[config.mk]
export PLATFORM = sky130hd
export DESIGN_NAME = pc_fetch_unit
export DESIGN_NICKNAME = d
export VERILOG_FILES = /design/src/rtl/cpu_types_pkg.sv /design/src/rtl/next_pc_calc.sv /design/src/rtl/pc_fetch_unit.sv
export SDC_FILE = /design/constraint.sdc
export NUM_CORES = 1
export LEC_CHECK = 0
export CORE_MARGIN = 10
export CORE_UTILIZATION = 25
export DETAILED_ROUTE_END_ITERATION = 16
export HOLD_SLACK_MARGIN = 0.08
export PLACE_DENSITY = 0.55
export SLEW_MARGIN = 10
export SYNTH_ARGS = -nofsm -noshare
export SYNTH_HDL_FRONTEND = slang
export SYNTH_HIERARCHICAL = 1
export SYNTH_SLANG_ARGS = --single-unit
export TNS_END_PERCENT = 1
[constraint.sdc]
create_clock -name CLK -period 5.2 [get_ports CLK]
set_clock_uncertainty 0.1 [all_clocks]
set_input_delay 0.78 -clock CLK [delete_from_list [all_inputs] [get_ports CLK]]
set_output_delay 0.78 -clock CLK [all_outputs]
set_load 0.05 [all_outputs]
[src/rtl/cpu_types_pkg.sv]
// Shared types for the MIPS fetch path: word type, fetch FSM states and PC reset default.
package cpu_types_pkg;

    localparam int unsigned WORD_W   = 32;
    localparam int unsigned IMM_W    = 16;
    localparam int unsigned JIDX_W   = 26;

    typedef logic [WORD_W-1:0] word_t;

    typedef enum logic [1:0] {
        FETCH  = 2'd0,
        DATA   = 2'd1,
        HALTED = 2'd2
    } fetch_state_t;

    localparam word_t PC_RESET_DEFAULT = 32'h0000_0000;

    // Sign-extended branch immediate, already scaled to a byte offset.
    function automatic word_t branch_offset(input logic [IMM_W-1:0] imm);
        return {{(WORD_W-IMM_W-2){imm[IMM_W-1]}}, imm, 2'b00};
    endfunction

endpackage

[src/rtl/next_pc_calc.sv]
// Combinational next-PC selection: JR, J/JAL, taken branch, else sequential.
// Build option: PC_ALIGN_MASK_EN forces JR targets onto a word boundary.
module next_pc_calc
    import cpu_types_pkg::*;
(
    input  word_t                    pc_plus4,
    input  logic [JIDX_W-1:0]        inst,      // jump-index field; low 16 bits are the branch immediate
    input  word_t                    rdat1,
    input  logic                     zero,
    input  logic                     Jump,
    input  logic                     JAL,
    input  logic                     Jump2Reg,
    input  logic                     PCSrc,
    input  logic                     BNE,
    output word_t                    next_pc
);

    word_t jr_target;
    word_t jump_target;
    word_t branch_target;
    logic  branch_taken;

`ifdef PC_ALIGN_MASK_EN
    assign jr_target = rdat1 & ~word_t'(3);
`else
    assign jr_target = rdat1;
`endif

    assign jump_target   = {pc_plus4[WORD_W-1:WORD_W-4], inst, 2'b00};
    assign branch_target = pc_plus4 + branch_offset(inst[IMM_W-1:0]);
    assign branch_taken  = PCSrc & (zero ^ BNE);

    // JAL is a jump that also links, so it takes the jump target as well.
    always_comb begin
        next_pc = pc_plus4;
        if (Jump2Reg) begin
            next_pc = jr_target;
        end else if (Jump | JAL) begin
            next_pc = jump_target;
        end else if (branch_taken) begin
            next_pc = branch_target;
        end
    end

endmodule

[src/rtl/pc_fetch_unit.sv]
// Program counter, instruction fetch and data-request sequencing for the MIPS core.
// Build option: PC_ALIGN_MASK_EN (see next_pc_calc) word-aligns JR targets.
module pc_fetch_unit
    import cpu_types_pkg::*;
#(
    parameter word_t PC_INIT = PC_RESET_DEFAULT
) (
    input  logic        CLK,
    input  logic        RST,
    input  logic        ihit,
    input  logic        dhit,
    input  word_t       imemload,
    input  logic        Jump,
    input  logic        JAL,
    input  logic        Jump2Reg,
    input  logic        PCSrc,
    input  logic        BNE,
    input  logic        halt,
    input  logic        dREN_req,
    input  logic        dWEN_req,
    input  logic        zero,
    input  word_t       rdat1,
    output word_t       inst,
    output word_t       pc,
    output word_t       pc_plus4,
    output logic        iREN,
    output logic        dREN,
    output logic        dWEN,
    output logic        retire,
    output logic        halted
);

    fetch_state_t state_q, state_d;
    word_t        pc_q, pc_d;
    word_t        ir_q, ir_d;
    logic         dren_q, dren_d;
    logic         dwen_q, dwen_d;
    logic         halted_q, halted_d;
    word_t        next_pc;

    // Fetch shows the live memory word; otherwise the latched word is held steady.
    assign inst     = (state_q == FETCH) ? imemload : ir_q;
    assign iREN     = (state_q == FETCH);
    assign pc_plus4 = pc_q + word_t'(4);

    assign pc     = pc_q;
    assign dREN   = dren_q;
    assign dWEN   = dwen_q;
    assign halted = halted_q;

    next_pc_calc u_next_pc (
        .pc_plus4 (pc_plus4),
        .inst     (inst[JIDX_W-1:0]),
        .rdat1    (rdat1),
        .zero     (zero),
        .Jump     (Jump),
        .JAL      (JAL),
        .Jump2Reg (Jump2Reg),
        .PCSrc    (PCSrc),
        .BNE      (BNE),
        .next_pc  (next_pc)
    );

    always_ff @(posedge CLK or posedge RST) begin
        if (RST) begin
            state_q  <= FETCH;
            pc_q     <= PC_INIT;
            ir_q     <= '0;
            dren_q   <= 1'b0;
            dwen_q   <= 1'b0;
            halted_q <= 1'b0;
        end else begin
            state_q  <= state_d;
            pc_q     <= pc_d;
            ir_q     <= ir_d;
            dren_q   <= dren_d;
            dwen_q   <= dwen_d;
            halted_q <= halted_d;
        end
    end

    always_comb begin
        state_d  = state_q;
        pc_d     = pc_q;
        ir_d     = ir_q;
        dren_d   = dren_q;
        dwen_d   = dwen_q;
        halted_d = halted_q;
        retire   = 1'b0;

        unique case (state_q)
            FETCH: begin
                if (ihit) begin
                    if (halt) begin
                        state_d  = HALTED;
                        halted_d = 1'b1;
                        ir_d     = imemload;
                    end else if (dREN_req | dWEN_req) begin
                        // A store wins when both requests are decoded.
                        state_d = DATA;
                        ir_d    = imemload;
                        dren_d  = dREN_req & ~dWEN_req;
                        dwen_d  = dWEN_req;
                    end else begin
                        retire = 1'b1;
                        pc_d   = next_pc;
                    end
                end
            end
            DATA: begin
                if (dhit) begin
                    state_d = FETCH;
                    retire  = 1'b1;
                    pc_d    = next_pc;
                    dren_d  = 1'b0;
                    dwen_d  = 1'b0;
                end
            end
            HALTED: begin
                dren_d = 1'b0;
                dwen_d = 1'b0;
            end
            default: begin
                state_d = FETCH;
            end
        endcase
    end

endmodule

==> parameters.txt, run 1 <==
Parameter                              Value

Yosys
  Unique cell type count in the Yosys netlist ... 70
  Flip-flop and latch count after synthesis ... 69
  Combinational family with the most area after synthesis ... compound AO/OA/AOI/OAI gates
  Post-synthesis cell count ... 720
  Multiplexer fraction of the synthesized cell area ... 17.30%
  Post-synthesis sequential area ratio ... 26.83%
  Post-synthesis compound-gate area fraction ... 20.30%
  Post-synthesis share of cell area spent on xor and xnor gates ... 6.532%
  Synthesized-area fraction occupied by and/or/nand/nor cells ... 17.85%
  Ys async rst share ... 100.0%
  Synthesized-area fraction occupied by adder cells ... 7.115%
  Post-synth EDFFs ... 0
  Ranking of synthesized cells by area ... sky130_fd_sc_hd__dfrtp_1 27%, sky130_fd_sc_hd__mux2_2 17%, sky130_fd_sc_hd__ha_1 6.8%, sky130_fd_sc_hd__a21oi_1 5.0%, sky130_fd_sc_hd__nand2_1 3.8%
  Syn Std Cell Area ... 6436 um^2
  Yosys synthesis warning count ... 6
  Top flip-flop cell by instance count after synthesis ... sky130_fd_sc_hd__dfrtp_1
  Mean area per synthesized cell ... 8.939 um^2
  Fraction of post-synthesis cell area in the top cell type by area ... 26.83%
  Syn_nets ... 833
  Library cell occupying the most area in the post-synthesis netlist ... sky130_fd_sc_hd__dfrtp_1

Cells and area
  Final-layout fill cell count ... 2587
  Final nets ... 989
  Share of layout cells above drive strength 1 ... 17.25%
  Layout area overhead ... 37.75%

Clock tree
  PostCTS Resize Cnt ... 0
  Clock latency on the worst-skew pair ... 340 ps
  Clock slew at the register clock pins of the worst setup and hold paths ... 70 ps
  Total clock buffers created by CTS ... 9
  Number of hold-repair buffers added at the cts stage ... 0
  Clk sink count ... 69
  Setup Buffers After CTS ... 0
  H-tree depth reported by CTS ... 3
  Clock Tree Buf Depth ... 2
  Cell chosen for the clock root ... sky130_fd_sc_hd__clkbuf_16
  TritonCTS clock tree ... yes

Setup path
  R2r setup slk ... 960 ps
  Category of the worst setup path capture point ... flip-flop
  Sum of buffers and inverters on the critical path ... 2
  Cell with the largest stage delay on the worst path ... sky130_fd_sc_hd__ha_2
  Reg2reg start ... state_q[1]
  Arrival time of data at the critical path endpoint ... 4370 ps
  Critical-path maximum fanout ... 23
  Number of logic stages on the critical path including buffering ... 13
  Critical path cell sequence ... inv_1 > ha_2 > buf_4 > mux2_2 > ha_1 > a21oi_1 > nand2_1 > a311oi_2 > o211ai_2 > a41oi_2 > xor2_1 > a21oi_1 > mux2_2
  Path type of the worst setup path ... reg2reg
  End point of the critical path ... pc[27]
  Timing startpoint of the critical path ... state_q[1]
  Critical path's top delay family ... compound AO/OA/AOI/OAI gates
  Delay of the slowest cell on the worst path ... 630 ps
  Path depth of the worst reg2reg path ... 13
  Crit path required time ... 5330 ps
  Worst setup SP type ... flip-flop
  Reg-to-reg endpoint ... pc[27]

GRT
  Vias in the first global route ... 6201
  Grt peak-use layer ... met2
  GR Util met3 ... 2.851%
  All-layer global routing usage ... 14.57%
  Global routing met2 resource utilization ... 24.37%
  Number of antenna violations at the first check in global routing ... 1
  Largest net degree at the start of global routing ... 47
  Total congestion overflow ... 0
  Fraction of met1 tracks used by global routing ... 18.94%
  Global-route wire length before repair ... 38.07 mm

Route
  Final WL ... 24.68 mm
  Count of routing violations after the opening detailed-route iteration ... 388
  Number of vias in the routed layout ... 6217
  Drt first pass iters ... 5
  Detailed-route DRC error count ... 0
  Average wire per cell in the routed design ... 20.37 um
  Mean number of vias per cell ... 5.130
  Final ANT Viol Nets ... 0

Placement
  Count of port buffers added during placement ... 177
  HPWL reported at the end of detailed placement ... 19.12 mm
  Last weighted congestion value of the routability-driven placer ... 0.9376

Floorplanning
  Initial core utilization ... 25.49%
  Full die area ... 32560 um^2
  Number of rows in the core area ... 58
  Height of the chip ... 180.5 um
  Count of pins on the block boundary ... 178
  Die Width ... 180.5 um
  Core ar. ... 25250 um^2

Outcome
  Run status ... completed

Timing
  Worst Max-Slew Pin Slew ... 950.8 ps
  Total Negative Setup Slacks ... 0 ps
  Setup violations, final ... 0
  Time the worst path needs with I/O delays and setup ... 4242 ps
  Max-slew headroom at the worst pin ... 36.61%
  Final-report hold violation count ... 0
  Final slew viol count ... 0
  Portion of the clock cycle consumed by the worst path in the final layout ... 81.57%
  Max Fclk ... 0.2358 GHz
  Unrepaired setup endpoints after global routing ... no

Run
  MaxCap Viol Count ... 0

Worst hold path
  Class of the most critical hold timing path ... reg2reg
## worst min path at each step
stage	start	to	cells past startpoint
finish	halted	halted	1
global route	halted	halted	1
CTS	halted	halted	1
detailed placement	halted	halted	1
global placement	halted	halted	1
floorplan	ir_q[25]	ir_q[25]	1
## cells in the mapped netlist, types with 3 or more instances
cell type,number
sky130_fd_sc_hd__or3_1,3
sky130_fd_sc_hd__xor2_1,25
sky130_fd_sc_hd__and4_1,9
sky130_fd_sc_hd__a31oi_1,5
sky130_fd_sc_hd__mux2_2,96
sky130_fd_sc_hd__nor3_1,30
sky130_fd_sc_hd__xnor2_1,23
sky130_fd_sc_hd__a211oi_1,8
sky130_fd_sc_hd__o211ai_1,17
sky130_fd_sc_hd__nor3b_1,10
sky130_fd_sc_hd__a21oi_1,64
sky130_fd_sc_hd__o21bai_1,3
sky130_fd_sc_hd__buf_2,7
sky130_fd_sc_hd__nand2_1,65
sky130_fd_sc_hd__nand4_4,3
sky130_fd_sc_hd__nor2_1,45
sky130_fd_sc_hd__o21ai_0,37
sky130_fd_sc_hd__a221oi_1,3
sky130_fd_sc_hd__inv_1,15
sky130_fd_sc_hd__dfrtp_1,69
sky130_fd_sc_hd__buf_4,8
sky130_fd_sc_hd__nand2b_1,8
sky130_fd_sc_hd__and3_1,3
sky130_fd_sc_hd__nor3_2,4
sky130_fd_sc_hd__nand4_1,3
sky130_fd_sc_hd__o211ai_2,3
sky130_fd_sc_hd__nor2b_1,3
sky130_fd_sc_hd__clkbuf_1,23
sky130_fd_sc_hd__a21o_1,14
sky130_fd_sc_hd__o31ai_1,5
sky130_fd_sc_hd__a221o_1,3
sky130_fd_sc_hd__nand3_1,18
sky130_fd_sc_hd__o21a_1,7
sky130_fd_sc_hd__ha_1,35
## cells in the final DEF, fill, tap and decap left out, types with 4 or more instances in the layout
cell type                           n
sky130_fd_sc_hd__and4_1             9
sky130_fd_sc_hd__a31oi_1            5
sky130_fd_sc_hd__a21oi_1           64
sky130_fd_sc_hd__o21a_1             7
sky130_fd_sc_hd__nand2_1           65
sky130_fd_sc_hd__dfrtp_1           69
sky130_fd_sc_hd__a21o_1            14
sky130_fd_sc_hd__buf_4              8
sky130_fd_sc_hd__a211oi_1           8
sky130_fd_sc_hd__ha_1              34
sky130_fd_sc_hd__mux2_2            96
sky130_fd_sc_hd__nand2b_1           8
sky130_fd_sc_hd__nor3_1            30
sky130_fd_sc_hd__inv_1             14
sky130_fd_sc_hd__clkbuf_16          9
sky130_fd_sc_hd__bufinv_16          4
sky130_fd_sc_hd__xnor2_1           23
sky130_fd_sc_hd__nor3_2             4
sky130_fd_sc_hd__nand3_1           18
sky130_fd_sc_hd__o211ai_1          17
sky130_fd_sc_hd__nor3b_1           10
sky130_fd_sc_hd__o21ai_0           37
sky130_fd_sc_hd__clkdlybuf4s50_1  176
sky130_fd_sc_hd__xor2_1            25
sky130_fd_sc_hd__o31ai_1            5
sky130_fd_sc_hd__nor2_1            44
## registers in the layout, indices dropped and copies added, names as in the netlist
register  flops
halted        1
dWEN          1
state_q       2
pc           32
dREN          1
ir_q         32
## per-layer routing
layer  share of wire, %  vias to the layer above
met4                1.5                        0
met1                 46                     3016
met2                 47                      192
met5                  0                        -
li1                   -                     2986
met3                4.9                       23
## stage by stage
step	hold WS [ps]	worst slack, ps	utilization (%)	cells	cell area [um^2]
finish	366.7	958.4	35.11	1212	8866
global route	377.4	728.8	35.10	1211	8864
CTS	372.4	962.1	35.10	1211	8864
detailed placement	359.2	968.1	33.63	1195	8492
global placement	356.3	1045	33.63	1195	8492
floorplan	360.2	586.7	-	720	6436
## cells by family after synthesis
family,after synthesis
AO/OA/AOI/OAI,195
AND/OR/NAND/NOR,218
flip-flops,69
buffers and inverters,55
adder cells (fa/ha/maj),36
multiplexers,99
XOR/XNOR,48
## cell type report
type                            count  area [um^2]  share of cell area (%)
Clock buffer                        9        225.2                   2.540
Antenna cell                        1        2.502                 0.02822
Inverter                           15        57.56                  0.6492
Sequential cell                    69         1727                   19.48
Clock inverter                      7        146.4                   1.651
Tap cell                          330        412.9                   4.657
Multi-Input combinational cell    596         4468                   50.40
Timing Repair Buffer              185         1827                   20.60
Power of run 1 is not shown: default switching activity piles up to over one toggle a cycle in this logic, so the estimate is an artifact.
==> inputs of run 2 (changes only) <==
--- a/config.mk
+++ b/config.mk
@@ -9,7 +9,7 @@
 export CORE_UTILIZATION = 25
 export DETAILED_ROUTE_END_ITERATION = 16
 export HOLD_SLACK_MARGIN = 0.08
-export PLACE_DENSITY = 0.55
+export PLACE_DENSITY = 0.57
 export SLEW_MARGIN = 10
 export SYNTH_ARGS = -nofsm -noshare
 export SYNTH_HDL_FRONTEND = slang
==> constraint.sdc (replaced) <==
create_clock -name CLK -period 3.5 [get_ports CLK]
set_clock_uncertainty 0.1 [all_clocks]
set_input_delay 0.525 -clock CLK [delete_from_list [all_inputs] [get_ports CLK]]
set_output_delay 0.525 -clock CLK [all_outputs]
set_load 0.05 [all_outputs]
==> run 2 against run 1 <==
The run now ends with setup timing left. Setup slack worse by 1000 ps. Non-clock buffer count up 166. Die area unchanged. Global-route usage up 1.5 points. Wire length up 8.8%.
==> parameters.txt, run 2 (synthesis results as in run 1) <==
Parameter                              Value

GRT
  Largest net degree at the start of global routing ... 43 (-8.5%)
  Grt peak-use layer ... met2
  Fraction of met1 tracks used by global routing ... 19.76% (+0.82 points)
  Total congestion overflow ... 0 (unchanged)
  GR Util met3 ... 3.876% (+1.0 points)
  Number of antenna violations at the first check in global routing ... 1 (unchanged)
  All-layer global routing usage ... 16.05% (+1.5 points)
  Global routing met2 resource utilization ... 27.89% (+3.5 points)
  Vias in the first global route ... 7140 (+15%)
  Global-route wire length before repair ... 41.95 mm (+10%)

Clock tree
  Clock Tree Buf Depth ... 2 (unchanged)
  TritonCTS clock tree ... yes
  Clock slew at the register clock pins of the worst setup and hold paths ... 60 ps (about the same)
  H-tree depth reported by CTS ... 3 (unchanged)
  Cell chosen for the clock root ... sky130_fd_sc_hd__clkbuf_16
  Clock latency on the worst-skew pair ... 340 ps (about the same)
  Number of hold-repair buffers added at the cts stage ... 0 (unchanged)
  Clk sink count ... 69 (unchanged)
  Total clock buffers created by CTS ... 9 (unchanged)

Route
  Final WL ... 26.86 mm (+8.8%)
  Count of routing violations after the opening detailed-route iteration ... 358 (-7.7%)
  Average wire per cell in the routed design ... 19.49 um (-4.3%)
  Detailed-route DRC error count ... 0 (unchanged)
  Number of vias in the routed layout ... 6824 (+9.8%)
  Mean number of vias per cell ... 4.952 (-3.5%)
  Final ANT Viol Nets ... 0 (unchanged)
  Drt first pass iters ... 5 (unchanged)

Cells and area
  Share of layout cells above drive strength 1 ... 40.59% (+23 points)
  Footprint of the multi-input gates ... 5207 um^2 (+17%)
  Commonest cells after routing, fill and taps aside ... 180 x sky130_fd_sc_hd__buf_4, 160 x sky130_fd_sc_hd__clkdlybuf4s50_1, 90 x sky130_fd_sc_hd__mux2_2
  Final nets ... 1155 (+17%)
  Footprint of the flip-flops and latches ... 1749 um^2 (+1.3%)
  Most frequent standard cell in the layout excluding fill and tap cells ... sky130_fd_sc_hd__buf_4
  Final-layout fill cell count ... 2449 (-5.3%)
  Final non-filler cell total ... 1378 (+14%)
  Layout area overhead ... 69.79%

Timing
  Final-report hold violation count ... 0 (unchanged)
  Final slew viol count ... 0 (unchanged)
  Max-slew headroom at the worst pin ... 48.73% (+12 points)
  Worst Max-Slew Pin Slew ... 769.0 ps (-181.8 ps)
  Total Negative Setup Slacks ... -74.34 ps (-74.34 ps)
  Portion of the clock cycle consumed by the worst path in the final layout ... 101.2% (+20 points)
  Post-Route Hold Slack ... 372.4 ps (+5.696 ps)
  Unrepaired setup endpoints after global routing ... yes
  Max Fclk ... 0.2823 GHz (+20%)
  Final critical-path setup slack ... -42.63 ps (-1001 ps)
  Time the worst path needs with I/O delays and setup ... 3543 ps (-699.0 ps)
  Setup violations, final ... 4 (+4)

Floorplanning
  Die Width ... 180.5 um (unchanged)
  Full die area ... 32560 um^2 (unchanged)
  Initial core utilization ... 25.49% (unchanged)
  Count of pins on the block boundary ... 178 (unchanged)
  Core ar. ... 25250 um^2 (unchanged)
  Height of the chip ... 180.5 um (unchanged)
  Number of rows in the core area ... 58 (unchanged)

Setup path
  Worst setup SP type ... flip-flop
  Crit path required time ... 3630 ps (-1700 ps)
  Critical path cell sequence ... ha_4 > and3_4 > buf_12 > nand4_4 > buf_12 > nor3_4 > xor2_4 > ha_4 > a21o_1 > a21o_1 > a21oi_4 > o211ai_2 > a41oi_2 > xor2_1 > a21oi_1 > mux2_2
  Timing startpoint of the critical path ... pc[3]
  Delay of the slowest cell on the worst path ... 400 ps (-230 ps)
  Path type of the worst setup path ... reg2reg
  Cell with the largest stage delay on the worst path ... sky130_fd_sc_hd__dfrtp_2
  Reg2reg start ... pc[3]
  Path depth of the worst reg2reg path ... 16 (+3)
  Arrival time of data at the critical path endpoint ... 3670 ps (-700 ps)
  Category of the worst setup path capture point ... flip-flop
  Critical-path maximum fanout ... 7 (-70%)
  Number of logic stages on the critical path including buffering ... 16 (+3)
  Sum of buffers and inverters on the critical path ... 2 (unchanged)
  Reg-to-reg endpoint ... pc[27]
  Critical path's top delay family ... compound AO/OA/AOI/OAI gates
  R2r setup slk ... -40 ps (-1000 ps)
  End point of the critical path ... pc[27]

Placement
  Placed instance count ... 1352 (+13%)
  Post-place setup slack ... -315.6 ps (-1284 ps)
  Last weighted congestion value of the routability-driven placer ... 0.8822 (-5.9%)
  HPWL reported at the end of detailed placement ... 21.21 mm (+11%)
  Count of port buffers added during placement ... 177 (unchanged)

Outcome
  Violations in the final reports ... setup timing
  Run status ... finished, violations left

Run
  MaxCap Viol Count ... 0 (unchanged)

Worst hold path
  Class of the most critical hold timing path ... reg2reg
==> run 2: cell types whose count changed in the layout (fill, tap and decap cells not counted), moves of 12 or more <==
cell                              previous run  this run
sky130_fd_sc_hd__ha_4                        0        12
sky130_fd_sc_hd__dfrtp_2                     0        18
sky130_fd_sc_hd__ha_1                       34        20
sky130_fd_sc_hd__dfrtp_1                    69        51
sky130_fd_sc_hd__buf_4                       8       180
sky130_fd_sc_hd__xnor2_1                    23        10
sky130_fd_sc_hd__xor2_1                     25        13
sky130_fd_sc_hd__clkdlybuf4s50_1           176       160
==> run 2: cell type report <==
cell class / instances / area share [%]
inverter: 15 / 0.5152
multi-input combinational: 596 / 47.65
timing repair buffer: 351 / 28.93
antenna: 1 / 0.02290
clock buffer: 13 / 2.473
sequential: 69 / 16.01
tap: 330 / 3.778
clock inverter: 3 / 0.6183
==> run 2: metrics by stage <==
| step | instance area (um^2) | util, % |
|---|---|---|
| final | 10930 | 43.27 |
| after global routing | 10930 | 43.26 |
| after CTS | 10860 | 43.00 |
| after detailed placement | 10250 | 40.58 |
| after global placement | 10250 | 40.58 |
| after floorplan | 6985 | - |
==> run 2: timing repair <==
item / in CTS / in global routing
setup endpoints to repair: 16 / 22
buffers inserted: 7 / 1
resized for setup: 33 / 14
pin swaps: 21 / 6
gates cloned: 1 / 0
==> run 2: metal layers <==
metal  share of wire [%]  routed length [um]
met1                  44               11810
met2                  49               13240
met3                 5.7                1522
met4                 1.1                 289
met5                   0                   0
==> run 2: worst min-delay path by stage <==
stage               slack, ps      from  cells after the start  endpoint
floorplan                 360  ir_q[25]                      1  ir_q[25]
global placement          360    halted                      1    halted
detailed placement        360    halted                      1    halted
CTS                       380    halted                      1    halted
global route              400    halted                      1    halted
finish                    370    halted                      1    halted
Power of run 2 is left out for the same reason.
